File: config.mk
export PLATFORM = sky130hd
export DESIGN_NAME = video_modulator_div_u16xu8_pair
export DESIGN_NICKNAME = d
export VERILOG_FILES = /design/src/rtl/video_modulator_pkg.sv /design/src/rtl/video_modulator_div_lane.sv /design/src/rtl/video_modulator_div_u16xu8_pair.sv
export SDC_FILE = /design/constraint.sdc
export NUM_CORES = 1
export LEC_CHECK = 0
export ABC_AREA = 1
export ABC_CLOCK_PERIOD_IN_PS = 5500
export BUFFER_PORTS_ARGS = -buffer_cell sky130_fd_sc_hd__buf_2
export CORE_MARGIN = 2
export CORE_UTILIZATION = 35
export CTS_CLUSTER_SIZE = 25
export DETAILED_ROUTE_END_ITERATION = 10
export GPL_ROUTABILITY_DRIVEN = 0
export REMOVE_ABC_BUFFERS = 1
export SLEW_MARGIN = 5
export SYNTH_ARGS = -nofsm -noshare
export SYNTH_HDL_FRONTEND = slang
export SYNTH_SLANG_ARGS = --single-unit
File: constraint.sdc
create_clock -name clk -period 5.5 [get_ports clk]
set_clock_uncertainty 0.2 [all_clocks]
set_input_delay 0.825 -clock clk [delete_from_list [all_inputs] [get_ports clk]]
set_output_delay 0.825 -clock clk [all_outputs]
set_load 0.01 [all_outputs]
File: src/rtl/video_modulator_pkg.sv
// Shared types and default widths for the video modulator divider pair.
package video_modulator_pkg;

    // Divider control FSM; StRound is only entered when rounding is built in.
    typedef enum logic [1:0] {
        StIdle,
        StRun,
        StRound,
        StDone
    } vm_div_state_e;

    localparam int unsigned VM_DIV_DIVIDEND_W = 16;
    localparam int unsigned VM_DIV_DIVISOR_W  = 8;

endpackage

File: src/rtl/video_modulator_div_lane.sv
// One lane of the restoring divider: partial remainder, dividend/quotient
// shift register, trial subtractor and divisor-zero detect.
// VIDEO_MODULATOR_DIV_ROUND_EN selects rounded results from the settled state;
// otherwise the results are the truncated values the final step produces.
module video_modulator_div_lane
    import video_modulator_pkg::*;
#(
    parameter int unsigned DividendW = VM_DIV_DIVIDEND_W,
    parameter int unsigned DivisorW  = VM_DIV_DIVISOR_W
) (
    input  logic                 clk,
    input  logic                 rst,
    input  logic                 load_i,
    input  logic                 step_i,
    input  logic [DividendW-1:0] dividend_i,
    input  logic [DivisorW-1:0]  divisor_i,
    output logic [DividendW-1:0] quot_res_o,
    output logic [DivisorW-1:0]  rem_res_o,
    output logic                 div_zero_o
);

    // Dividend bits shift out of the MSB while quotient bits fill the LSB,
    // so after DividendW steps this register holds the quotient.
    logic [DividendW-1:0] dvd_q, dvd_step;
    logic [DivisorW-1:0]  dsr_q;
    logic [DivisorW:0]    rem_q, rem_step;
    logic [DivisorW+1:0]  shifted, trial;
    logic                 qbit;

    // One restoring step: shift in next dividend bit, trial-subtract divisor.
    always_comb begin
        shifted    = {rem_q, dvd_q[DividendW-1]};
        trial      = shifted - {2'b00, dsr_q};
        qbit       = ~trial[DivisorW+1];
        rem_step   = qbit ? trial[DivisorW:0] : shifted[DivisorW:0];
        dvd_step   = {dvd_q[DividendW-2:0], qbit};
        div_zero_o = (dsr_q == '0);
    end

    // Operand latch on load, iteration on step.
    always_ff @(posedge clk or posedge rst) begin
        if (rst) begin
            dvd_q <= '0;
            dsr_q <= '0;
            rem_q <= '0;
        end else if (load_i) begin
            dvd_q <= dividend_i;
            dsr_q <= divisor_i;
            rem_q <= '0;
        end else if (step_i) begin
            dvd_q <= dvd_step;
            rem_q <= rem_step;
        end
    end

`ifdef VIDEO_MODULATOR_DIV_ROUND_EN
    logic round_up;

    // Round half up from the settled state, saturating at all ones.
    always_comb begin
        round_up = ({rem_q, 1'b0} >= {2'b00, dsr_q});
        if (div_zero_o) begin
            quot_res_o = '1;
            rem_res_o  = '0;
        end else begin
            quot_res_o = (round_up && (dvd_q != '1)) ? dvd_q + DividendW'(1) : dvd_q;
            rem_res_o  = rem_q[DivisorW-1:0];
        end
    end
`else
    // Truncated result as produced by the step in flight (the last bit).
    always_comb begin
        if (div_zero_o) begin
            quot_res_o = '1;
            rem_res_o  = '0;
        end else begin
            quot_res_o = dvd_step;
            rem_res_o  = rem_step[DivisorW-1:0];
        end
    end
`endif

endmodule

File: src/rtl/video_modulator_div_u16xu8_pair.sv
// Paired iterative unsigned divider sharing one start/done handshake.
// Optional rounding stage enabled by VIDEO_MODULATOR_DIV_ROUND_EN.
module video_modulator_div_u16xu8_pair
    import video_modulator_pkg::*;
#(
    parameter int unsigned DIVIDEND_W = VM_DIV_DIVIDEND_W,
    parameter int unsigned DIVISOR_W  = VM_DIV_DIVISOR_W
) (
    input  logic                  clk,
    input  logic                  rst,
    input  logic                  start,
    input  logic [DIVIDEND_W-1:0] dividend_1,
    input  logic [DIVISOR_W-1:0]  divisor_1,
    input  logic [DIVIDEND_W-1:0] dividend_2,
    input  logic [DIVISOR_W-1:0]  divisor_2,
    output logic                  busy,
    output logic                  done,
    output logic [DIVIDEND_W-1:0] quotient_1,
    output logic [DIVISOR_W-1:0]  remainder_1,
    output logic [DIVIDEND_W-1:0] quotient_2,
    output logic [DIVISOR_W-1:0]  remainder_2,
    output logic                  div_zero_1,
    output logic                  div_zero_2
);

    localparam int unsigned CntW = $clog2(DIVIDEND_W);

    vm_div_state_e state_q, state_d;
    logic [CntW-1:0] cnt_q;
    logic load, step, out_load;

    logic [DIVIDEND_W-1:0] l1_quot, l2_quot, q1_q, q2_q;
    logic [DIVISOR_W-1:0]  l1_rem, l2_rem, r1_q, r2_q;
    logic                  l1_zero, l2_zero, z1_q, z2_q;

    // Next-state and control strobes.
    always_comb begin
        state_d  = state_q;
        load     = 1'b0;
        step     = 1'b0;
        out_load = 1'b0;
        unique case (state_q)
            StIdle: begin
                if (start) begin
                    load    = 1'b1;
                    state_d = StRun;
                end
            end
            StRun: begin
                step = 1'b1;
                if (cnt_q == '0) begin
`ifdef VIDEO_MODULATOR_DIV_ROUND_EN
                    state_d  = StRound;
`else
                    out_load = 1'b1;
                    state_d  = StDone;
`endif
                end
            end
            StRound: begin
                out_load = 1'b1;
                state_d  = StDone;
            end
            StDone: begin
                // A start here is accepted for back-to-back operation.
                if (start) begin
                    load    = 1'b1;
                    state_d = StRun;
                end else begin
                    state_d = StIdle;
                end
            end
            default: state_d = StIdle;
        endcase
    end

    // State register and bit counter.
    always_ff @(posedge clk or posedge rst) begin
        if (rst) begin
            state_q <= StIdle;
            cnt_q   <= '0;
        end else begin
            state_q <= state_d;
            if (load) begin
                cnt_q <= CntW'(DIVIDEND_W - 1);
            end else if (step && (cnt_q != '0)) begin
                cnt_q <= cnt_q - 1'b1;
            end
        end
    end

    // Result registers, updated only on entry to StDone.
    always_ff @(posedge clk or posedge rst) begin
        if (rst) begin
            q1_q <= '0;
            r1_q <= '0;
            z1_q <= 1'b0;
            q2_q <= '0;
            r2_q <= '0;
            z2_q <= 1'b0;
        end else if (out_load) begin
            q1_q <= l1_quot;
            r1_q <= l1_rem;
            z1_q <= l1_zero;
            q2_q <= l2_quot;
            r2_q <= l2_rem;
            z2_q <= l2_zero;
        end
    end

    video_modulator_div_lane #(
        .DividendW (DIVIDEND_W),
        .DivisorW  (DIVISOR_W)
    ) u_lane_1 (
        .clk        (clk),
        .rst        (rst),
        .load_i     (load),
        .step_i     (step),
        .dividend_i (dividend_1),
        .divisor_i  (divisor_1),
        .quot_res_o (l1_quot),
        .rem_res_o  (l1_rem),
        .div_zero_o (l1_zero)
    );

    video_modulator_div_lane #(
        .DividendW (DIVIDEND_W),
        .DivisorW  (DIVISOR_W)
    ) u_lane_2 (
        .clk        (clk),
        .rst        (rst),
        .load_i     (load),
        .step_i     (step),
        .dividend_i (dividend_2),
        .divisor_i  (divisor_2),
        .quot_res_o (l2_quot),
        .rem_res_o  (l2_rem),
        .div_zero_o (l2_zero)
    );

    assign busy        = (state_q == StRun) || (state_q == StRound);
    assign done        = (state_q == StDone);
    assign quotient_1  = q1_q;
    assign remainder_1 = r1_q;
    assign div_zero_1  = z1_q;
    assign quotient_2  = q2_q;
    assign remainder_2 = r2_q;
    assign div_zero_2  = z2_q;

endmodule

=== After elaboration in Yosys (flattened, before gate mapping) ===
Index checks and enable logic that the tools add are counted.

* Output and inout bits: 52
* Register bits after elaboration: 122
* Word-level logic and storage cells: 60
* Bits of input ports: 51

* Reductions and logical operators: 11
* Bitwise logic cells: 2
* Mux-type cells: 25
* $add $sub $neg: 3
* Eq/ne operators: 5

{| class="wikitable"
|+ Operators by type and width
! cell !! number
|-
| $mux W16 || 6
|-
| $mux W9 || 6
|-
| $sub A10 B8 Y10 || 2
|-
| $logic_not A8 Y1 || 2
|-
| $mux W8 || 2
|-
| $mux W4 || 2
|-
| $pmux W2 S4 || 1
|-
| $mux W1 || 5
|-
| $eq A2 B2 Y1 const B || 2
|-
| $logic_not A4 Y1 || 1
|-
| $mux W2 || 2
|-
| $ne A2 B2 Y1 const B || 2
|-
| $reduce_bool A2 Y1 || 2
|-
| $reduce_bool A4 Y1 || 1
|-
| $sub A4 B1 Y4 const B || 1
|-
| $eq A2 B1 Y1 const B || 1
|-
| $logic_not A2 Y1 || 1
|-
| $not A1 Y1 || 2
|-
| $pmux W1 S2 || 1
|-
| $reduce_and A2 Y1 || 1
|-
| $reduce_or A2 Y1 || 1
|-
| $logic_and A1 B1 Y1 || 1
|-
| $logic_or A1 B1 Y1 || 1
|}

=== Logic depth before layout (Yosys ltp) ===
Gate-level depths: netlist (run 1).

* Word-level depth: 5
* Depth in mapped cells: 13
* Gate-level depth less buffers: 13

=== Modules after synthesis ===
Synthesis (run 1) repeated with hierarchy kept, for this count alone.

* Cells, all modules: 867
* Area total of the unflattened synthesis: 6653.9 µm²

{| class="wikitable"
|+ Modules (own cells, without submodules)
! module !! seq. area each (µm²) !! cells an instance !! area an instance (µm²) !! times used
|-
| video_modulator_div_u16xu8_pair || 1401.3 || 273 || 2427.3 || 1
|-
| video_modulator_div_lane at u_lane_2 || 825.8 || 297 || 2117.0 || 1
|-
| video_modulator_div_lane at u_lane_1 || 825.8 || 297 || 2109.5 || 1
|}

=== Worst setup path after synthesis (run 1) ===
OpenSTA, ideal clock, no wires.

* Path kind: register to register
* Start point: register u_lane_1.dvd_q[15]
* End point: register u_lane_1.rem_q[4]
* Required time: 5.182 ns
* Arrival time: 1.585 ns
* Buffers on the path: 0
* Path slack: 3.597 ns
* Setup time: 0.118 ns
* Period minus slack after synthesis: 1.903 ns
* Cell stages (with the launch flop): 12
* Path through: dfrtp_1 > inv_1 > ha_1 > inv_1 > fa_1 > nand2_1 > nand3_1 > nand2_1 > xor2_1 > nand3_1 > nand3_1 > nand2_1

* Cells in the longest elaborated chain, start to end: 4

{| class="wikitable"
|+ Ends and longest elaborated chain
! element !! line !! source
|-
| start, declared || video_modulator_div_lane.sv:24 || <nowiki>logic [DividendW-1:0] dvd_q, dvd_step;</nowiki>
|-
| start signal, assigned || video_modulator_div_lane.sv:47 || <nowiki>dvd_q <= dividend_i;</nowiki>
|-
| start signal, assigned || video_modulator_div_lane.sv:51 || <nowiki>dvd_q <= dvd_step;</nowiki>
|-
| $sub A10 B8 Y10 || video_modulator_div_lane.sv:33 || <nowiki>trial = shifted - {2'b00, dsr_q};</nowiki>
|-
| $mux W9 || video_modulator_div_lane.sv:35 || <nowiki>rem_step = qbit ? trial[DivisorW:0] : shifted[DivisorW:0];</nowiki>
|-
| $mux W9 || video_modulator_div_lane.sv:50 || <nowiki>end else if (step_i) begin</nowiki>
|-
| $mux W9 || video_modulator_div_lane.sv:46 || <nowiki>end else if (load_i) begin</nowiki>
|-
| end signal, assigned || video_modulator_div_lane.sv:52 || <nowiki>rem_q <= rem_step;</nowiki>
|-
| end, declared || video_modulator_div_lane.sv:26 || <nowiki>logic [DivisorW:0] rem_q, rem_step;</nowiki>
|}

Every way passes these cells. The select of a mux whose other input is x is not followed.
A chain may end at the register's enable or synchronous reset.

=== Worst setup path after layout (run 1) ===
* Start point: register state_q[1]
* End point: register q1_q[10], in the netlist quotient_1[10]

* Cells in the longest elaborated chain, start to end: 2
* Elaborated cells between the ends (all ways): 3
* Those cells by class: eq/ne (2); mux (1)

{| class="wikitable"
|+ Ends and longest elaborated chain
! element !! line !! source
|-
| start, declared || video_modulator_div_u16xu8_pair.sv:28 || <nowiki>vm_div_state_e state_q, state_d;</nowiki>
|-
| start signal, assigned || video_modulator_div_u16xu8_pair.sv:80 || <nowiki>state_q <= StIdle;</nowiki>
|-
| start signal, assigned || video_modulator_div_u16xu8_pair.sv:83 || <nowiki>state_q <= state_d;</nowiki>
|-
| $eq A2 B2 Y1 / $eq A2 B1 Y1 (equally long branches) || video_modulator_div_u16xu8_pair.sv:42 || <nowiki>unique case (state_q)</nowiki>
|-
| $pmux W1 S2 (*) || video_modulator_div_u16xu8_pair.sv:42 ||
|-
| end signal, assigned || video_modulator_div_u16xu8_pair.sv:102 || <nowiki>q1_q <= l1_quot;</nowiki>
|-
| end, declared || video_modulator_div_u16xu8_pair.sv:32 || <nowiki>logic [DIVIDEND_W-1:0] l1_quot, l2_quot, q1_q, q2_q;</nowiki>
|}

Every way passes the cells marked *; elsewhere a longest branch is shown, timed or not.

==> metrics.yaml, run 1 <==
grt.total_usage_pct: 17.3
endpoint_kind: "flip-flop"
p_sw_share_pct: 44.0
coreArea_mm2: 0.0174
tns_ns: 0
post_dp_cell_area_mm2: 0.00692
postLayoutCellArea_mm2: 0.00753
drive_above_1_share_pct: 18.5
grt_pass1_vias: 4985
grt_first_pass_wirelength_mm: 25.5
grt.overflow.total: 0
cts_resized: 0
antenna_found_initial: 0
cts.sinks: 122
max-clock-path-buffers: 2
fmax_mhz: 294
yosysSeqAreaShare_pct: 48.9
period_share_pct: 61.8
hold_viol_final: 0
remaining_drc_errors: 0
rows: 48
maxCapViolations: 0
switchingPower_mw: 2.32
critPathKind: "flip-flop to flip-flop"
max-slew-margin-rel_pct: 27.9
cts_tree: "done"
drt_wl_total_mm: 15.4
rsz0062_at_grt: "false"
area_growth_pct: 20.8
cts_made_buffers: 17
fp.dieW_um: 138
p_total_mw: 5.28
antenna_left: 0
cts-root-buf: "clkbuf_16"
dp_slack_ns: 2.08
drtPass1Iterations: 7
nets: 929
required_ns: 5.63
clk_latency_ns: 0.41
ys_ff_latch: 122
viasPerCell: 4.77
fp.dieH_um: 138
dp.cells: 1060
grt_max_degree: 85
hold_path_class: "flip-flop to flip-flop"
fin_cells: 1092
outcome: "finished, final reports clean"
tightest_slew_ns: 1.08
post_synth_inst_count: 756
path_clk_slew_ns: 0.06
vias: 5209
antenna_cells: 0
r2r_slack_ns: 2.10
port_buffers: 102
h-tree-depth: 4
post-route-util_pct: 43.4
post-dp-hpwl_mm: 10.7
cp-start-kind: "flip-flop"
min_period_ns: 3.40
cp_max_fo: 29
routedWlPerCell_um: 14.1
synthDistinctLibCells: 33
yosysWarnings: 0
setup_violations: 0
arrival_ns: 3.53
holdWs_ns: 0.273
initialDrtViolationCount: 420
hold_buffers: 0
comb_power_share_pct: 49.0
ir_drop_v: 0.000278
syn_avg_cell_area_um2: 8.25
start_util_pct: 35.9
pin_count: 103
p_seq_share_pct: 29.2
maxSlewViolCount: 0
cts_setup_buffers: 0
p_int_mw: 2.96
layout_setup_ws_ns: 2.10
dieArea_mm2: 0.0189
p_per_area_mw_per_mm2: 701
synth_area_mm2: 0.00624
leakagePower_nw: 3.93
clockPowerShare_pct: 21.8
Yosys cell counts:
master | count | area [µm²]
ha_1 | 22 | 275
nand4_1 | 3 | 18.8
o211ai_1 | 2 | 15.0
o22ai_1 | 1 | 6.26
buf_4 | 6 | 45.0
a21oi_1 | 37 | 185
a21oi_2 | 1 | 8.76
nand2_1 | 206 | 773
buf_6 | 1 | 11.3
nand2_2 | 2 | 12.5
nand2_4 | 4 | 45.0
xor2_1 | 4 | 35.0
nor2_4 | 2 | 22.5
o21ai_0 | 27 | 135
o221ai_1 | 22 | 193
buf_2 | 11 | 55.1
nand3b_1 | 10 | 75.1
a21oi_4 | 1 | 16.3
xnor2_1 | 2 | 17.5
o21bai_1 | 1 | 7.51
nand3_2 | 4 | 40.0
clkbuf_1 | 9 | 33.8
a31oi_1 | 6 | 37.5
clkinv_1 | 2 | 7.51
nor2_1 | 55 | 206
dfrtp_1 | 122 | 3050
nor2_2 | 2 | 12.5
nand4_2 | 4 | 50.1
inv_1 | 99 | 372
fa_1 | 2 | 40.0
a22oi_1 | 2 | 15.0
inv_2 | 2 | 7.51
nand3_1 | 82 | 410
routing by layer:
layer	GRT usage [%]	wire, µm	vias to the layer above
li1	-	-	2667
met1	25.4	7690	2404
met5	0	0	-
met4	4.30	112	0
met3	4.08	739	10
met2	25.8	6890	128
path summary, 6_finish.rpt:
path,end,startpoint,cells after the start
hold / removal,remainder_2[7],remainder_2[7],2
setup / recovery,quotient_1[10],state_q[1],8
min in group asynchronous,u_lane_1.dsr_q[1],rst,2
hold reg to reg,remainder_2[7],remainder_2[7],2
max in group asynchronous,quotient_1[14],rst,3
setup reg to reg,quotient_1[10],state_q[1],8
cell families (layout without fill, tap and decap cells):
kind of cell               after synthesis  count (layout)  synth area share (%)
buffers and inverters                  130             241                  8.52
DFF                                    122             122                  48.9
AOI/OAI and AO/OA                      100             100                  9.93
and+or+nand+nor                        374             374                  26.7
xor gates and xnor gates                 6               6                 0.842
adders and majority gates               24              24                  5.05
critical path, cell delays in order, from the launching register on:
cell and delay (ns):
dfrtp_1 0.40, inv_1 0.12, ha_1 0.42, inv_2 0.08
o21bai_1 0.14, nand2_1 0.63, inv_1 1.07, nor2_1 0.09
a21oi_1 0.16
state kept, by name, indices dropped and copies added (netlist names):
register and cells:
u_lane_1.dvd_q 16, div_zero_1 1, cnt_q 4, u_lane_2.dsr_q 8, u_lane_2.rem_q 9, u_lane_2.dvd_q 16, u_lane_1.rem_q 9, remainder_1 8
quotient_2 16, quotient_1 16, div_zero_2 1, u_lane_1.dsr_q 8, state_q 2, remainder_2 8
layout by cell type (no fill, tap or decap), types with 22 or more instances in the layout:
master,instances
a21oi_1,37
buf_2,102
dfrtp_1,122
ha_1,22
inv_1,98
nand2_1,206
nand3_1,82
nor2_1,55
o21ai_0,27
o221ai_1,22
power by group through the flow:
| stage | Combinational [mW] | Clock [mW] | Sequential (mW) |
|---|---|---|---|
| after floorplan | 1.81 | 0 | 1.58 |
| after global placement | 2.58 | 0 | 1.56 |
| after detailed placement | 2.61 | 0 | 1.55 |
| after CTS | 2.63 | 1.17 | 1.54 |
| after global routing | 2.98 | 1.21 | 1.59 |
| final | 2.59 | 1.15 | 1.54 |
area by class of cell:
class                   instances  area [µm²]
multi-input cells             504        2660
flip-flops and latches        122        3050
repair buffers                106         541
clock inverters                13         168
fillers                      1711        9820
inverters                     103         389
well taps                     225         282
clock buffers                  19         443
No activity file was read; power rests on OpenSTA's default activity.
==> run 2, diff against run 1 <==
- ABC_AREA: 1 -> 0
- ABC_CLOCK_PERIOD_IN_PS: 5500 -> 3500
- clock period: 5.5 -> 3.5 ns (I/O delays scaled with it)
==> run 2 against run 1 <==
Largest cell class unchanged; critical endpoint is now remainder_2[4]; cell count down 13%; clock-buffer cell count up 5; highest routed layer unchanged; sequential share of layout area up 0.35 points; flip-flop and latch count did not move; synthesized cell count is 18% lower; power up 70%; wire length up 3.7%; clock power rose by 51%; synthesized area down 1.6%; hold slack worse by 0.23 ns.
==> metrics.yaml, run 2 <==
outcome: "finished, final reports clean"
cp-start-kind: "flip-flop"
p_per_area_mw_per_mm2: 1200  # +72%
cp_max_fo: 12  # -59%
h-tree-depth: 4  # unchanged
r2r_slack_ns: 0.58  # -1.52 ns
tns_ns: 0  # unchanged
yosysSeqAreaShare_pct: 49.8  # +0.82 points
cts_setup_buffers: 0  # unchanged
vias: 5090  # -2.3%
fin_cells: 947  # -13%
clk_latency_ns: 0.41  # about the same
area_growth_pct: 21.7
start_util_pct: 35.6  # -0.34 points
leakagePower_nw: 3.34  # -15%
grt_max_degree: 70  # -18%
rows: 48  # unchanged
p_total_mw: 9.00  # +70%
cts-root-buf: "clkbuf_16"
antenna_left: 0  # unchanged
yosysMostFrequentCell: "dfrtp_1"
synth-edff-count: 0  # unchanged
critPathBufInv: 2  # -1
nets: 785  # -16%
min_period_ns: 2.92  # -0.485 ns
antenna_found_initial: 0  # unchanged
max-clock-path-buffers: 2  # unchanged
mostFrequentLayoutCell: "dfrtp_1"
grt_pass1_vias: 5238  # +5.1%
hold_buffers: 0  # unchanged
fmax_mhz: 343  # +17%
crit-reg2reg-launch: "state_q[0]"
layout_setup_ws_ns: 0.583  # -1.52 ns
max-slew-margin-rel_pct: 19.6  # -8.3 points
hold_path_class: "input port to async pin"
arrival_ns: 3.01  # -0.52 ns
maxSlewViolCount: 0  # unchanged
cts_made_buffers: 17  # unchanged
critPathKind: "flip-flop to flip-flop"
cts.sinks: 122  # unchanged
rsz0062_at_grt: "false"
grt.overflow.total: 0  # unchanged
drtPass1Iterations: 6  # -1
yosysWarnings: 0  # unchanged
worstPathCellList: "inv_1 -> ha_1 -> o21ai_1 -> buf_4 -> a21oi_1 -> o211ai_1 -> o311ai_1"
maxCapViolations: 0  # unchanged
fp.dieH_um: 136  # -0.80%
synth_top_area_share_pct: 49.8  # +0.82 points
endpoint_kind: "flip-flop"
crit_path_start: "state_q[0]"
fp.dieW_um: 136  # -0.80%
ys_async_sr_fraction_pct: 100  # unchanged
synth_area_mm2: 0.00614  # -1.6%
syn_avg_cell_area_um2: 9.94  # +21%
viasPerCell: 5.37  # +13%
worst_r2r_endpoint: "remainder_2[4]"
dieArea_mm2: 0.0186  # -1.6%
coreArea_mm2: 0.0172  # -0.69%
critical-path-top-delay-family: "compound AO/OA/AOI/OAI gates"
post_synth_inst_count: 617  # -18%
crit_slowest_cell: "a21oi_1"
mostFrequentLayoutCells: "dfrtp_1 (122), buf_2 (102), nand2_1 (85)"
required_ns: 3.59  # -2.04 ns
rr_worst_depth: 7  # -1
synth_area_leaders: "dfrtp_1 (50%), o21ai_0 (5.8%), nand2_1 (5.2%), mux2i_1 (4.9%), ha_1 (4.5%)"
dp_slack_ns: 0.606  # -1.48 ns
ys_ff_latch: 122  # unchanged
pin_count: 103  # unchanged
antenna_cells: 0  # unchanged
port_buffers: 102  # unchanged
synth_top_area_cell: "dfrtp_1"
ys.flop_type: "dfrtp_1"
remaining_drc_errors: 0  # unchanged
synthTopCellsByCount: "dfrtp_1 (122), nand2_1 (85), o21ai_0 (71), mux2i_1 (30), o22a_1 (30)"
post-route-util_pct: 43.3  # -0.068 points
grt.total_usage_pct: 18.2  # +0.84 points
grt_first_pass_wirelength_mm: 26.5  # +4.0%
synthDistinctLibCells: 51  # +55%
ir_drop_v: 0.000397  # +43%
period_share_pct: 83.3  # +21 points
cts_tree: "done"
setup_violations: 0  # unchanged
tightest_slew_ns: 1.21  # +0.127 ns
critPathMaxStageDelay_ns: 0.92  # -0.15 ns
dp.cells: 916  # -14%
routedWlPerCell_um: 16.9  # +20%
drive_above_1_share_pct: 21.3  # +2.9 points
post-dp-hpwl_mm: 10.8  # +0.98%
hold_viol_final: 0  # unchanged
path_clk_slew_ns: 0.05  # about the same
initialDrtViolationCount: 322  # -23%
cts_resized: 0  # unchanged
drt_wl_total_mm: 16.0  # +3.7%
## run 2: cell count changes after synthesis, sizes merged, moves of 10 or more
cell,delta
nand2,-126
inv,-72
nand3,-63
o21ai,+50
nor2,-42
mux2i,+30
o22a,+30
a21oi,-23
o221ai,-21
o211ai,+13
clkbuf,+12
nand3b,-10
o311ai,+10
## run 2: power by group
part / internal [mW] / switching [mW]
sequential: 2.13 / 0.524
clock: 1.12 / 0.624
combinational: 1.85 / 2.76
## run 2: worst max path at each step
stage | end | slack [ns] | cells past startpoint
2_1_floorplan | remainder_1[0] | -0.97 | 7
3_3_place_gp | remainder_2[2] | 0.75 | 7
3_5_place_dp | remainder_1[0] | 0.61 | 6
4_1_cts | remainder_1[0] | 0.59 | 6
5_1_grt | remainder_1[2] | 0.30 | 7
6_report | remainder_2[4] | 0.58 | 7
## run 2: kinds of logic after synthesis
family                     synth area share [%]
DFF                                        49.8
buffers and inverters                      4.61
muxes                                      4.89
and+or+nand+nor                            12.5
adders and majority gates                  5.14
AOI/OAI and AO/OA                          21.1
xor gates and xnor gates                   2.00
## run 2: routing by layer
metal,GRT usage (%),vias up,share of wire [%]
met2,28.4,152,46
met5,0,-,0
li1,-,2424,-
met4,6.37,0,1.6
met1,24.3,2490,46
met3,4.88,24,6.0
## run 2: area by class of cell
class,count,area (µm²)
Inverter,30,115
Fill cell,1645,9770
Clock inverter,7,90.1
Multi-Input combinational cell,426,2820
Timing Repair Buffer,113,618
Sequential cell,122,3050
Clock buffer,24,492
Tap cell,225,282
## run 2: stage by stage
step           hold slack (ns)  instance area, µm²
6_report                0.0392                7470
5_1_grt                 0.0946                7470
4_1_cts                 0.0666                7470
3_3_place_gp             0.279                6890
2_1_floorplan            0.274                5970
3_5_place_dp             0.288                6890
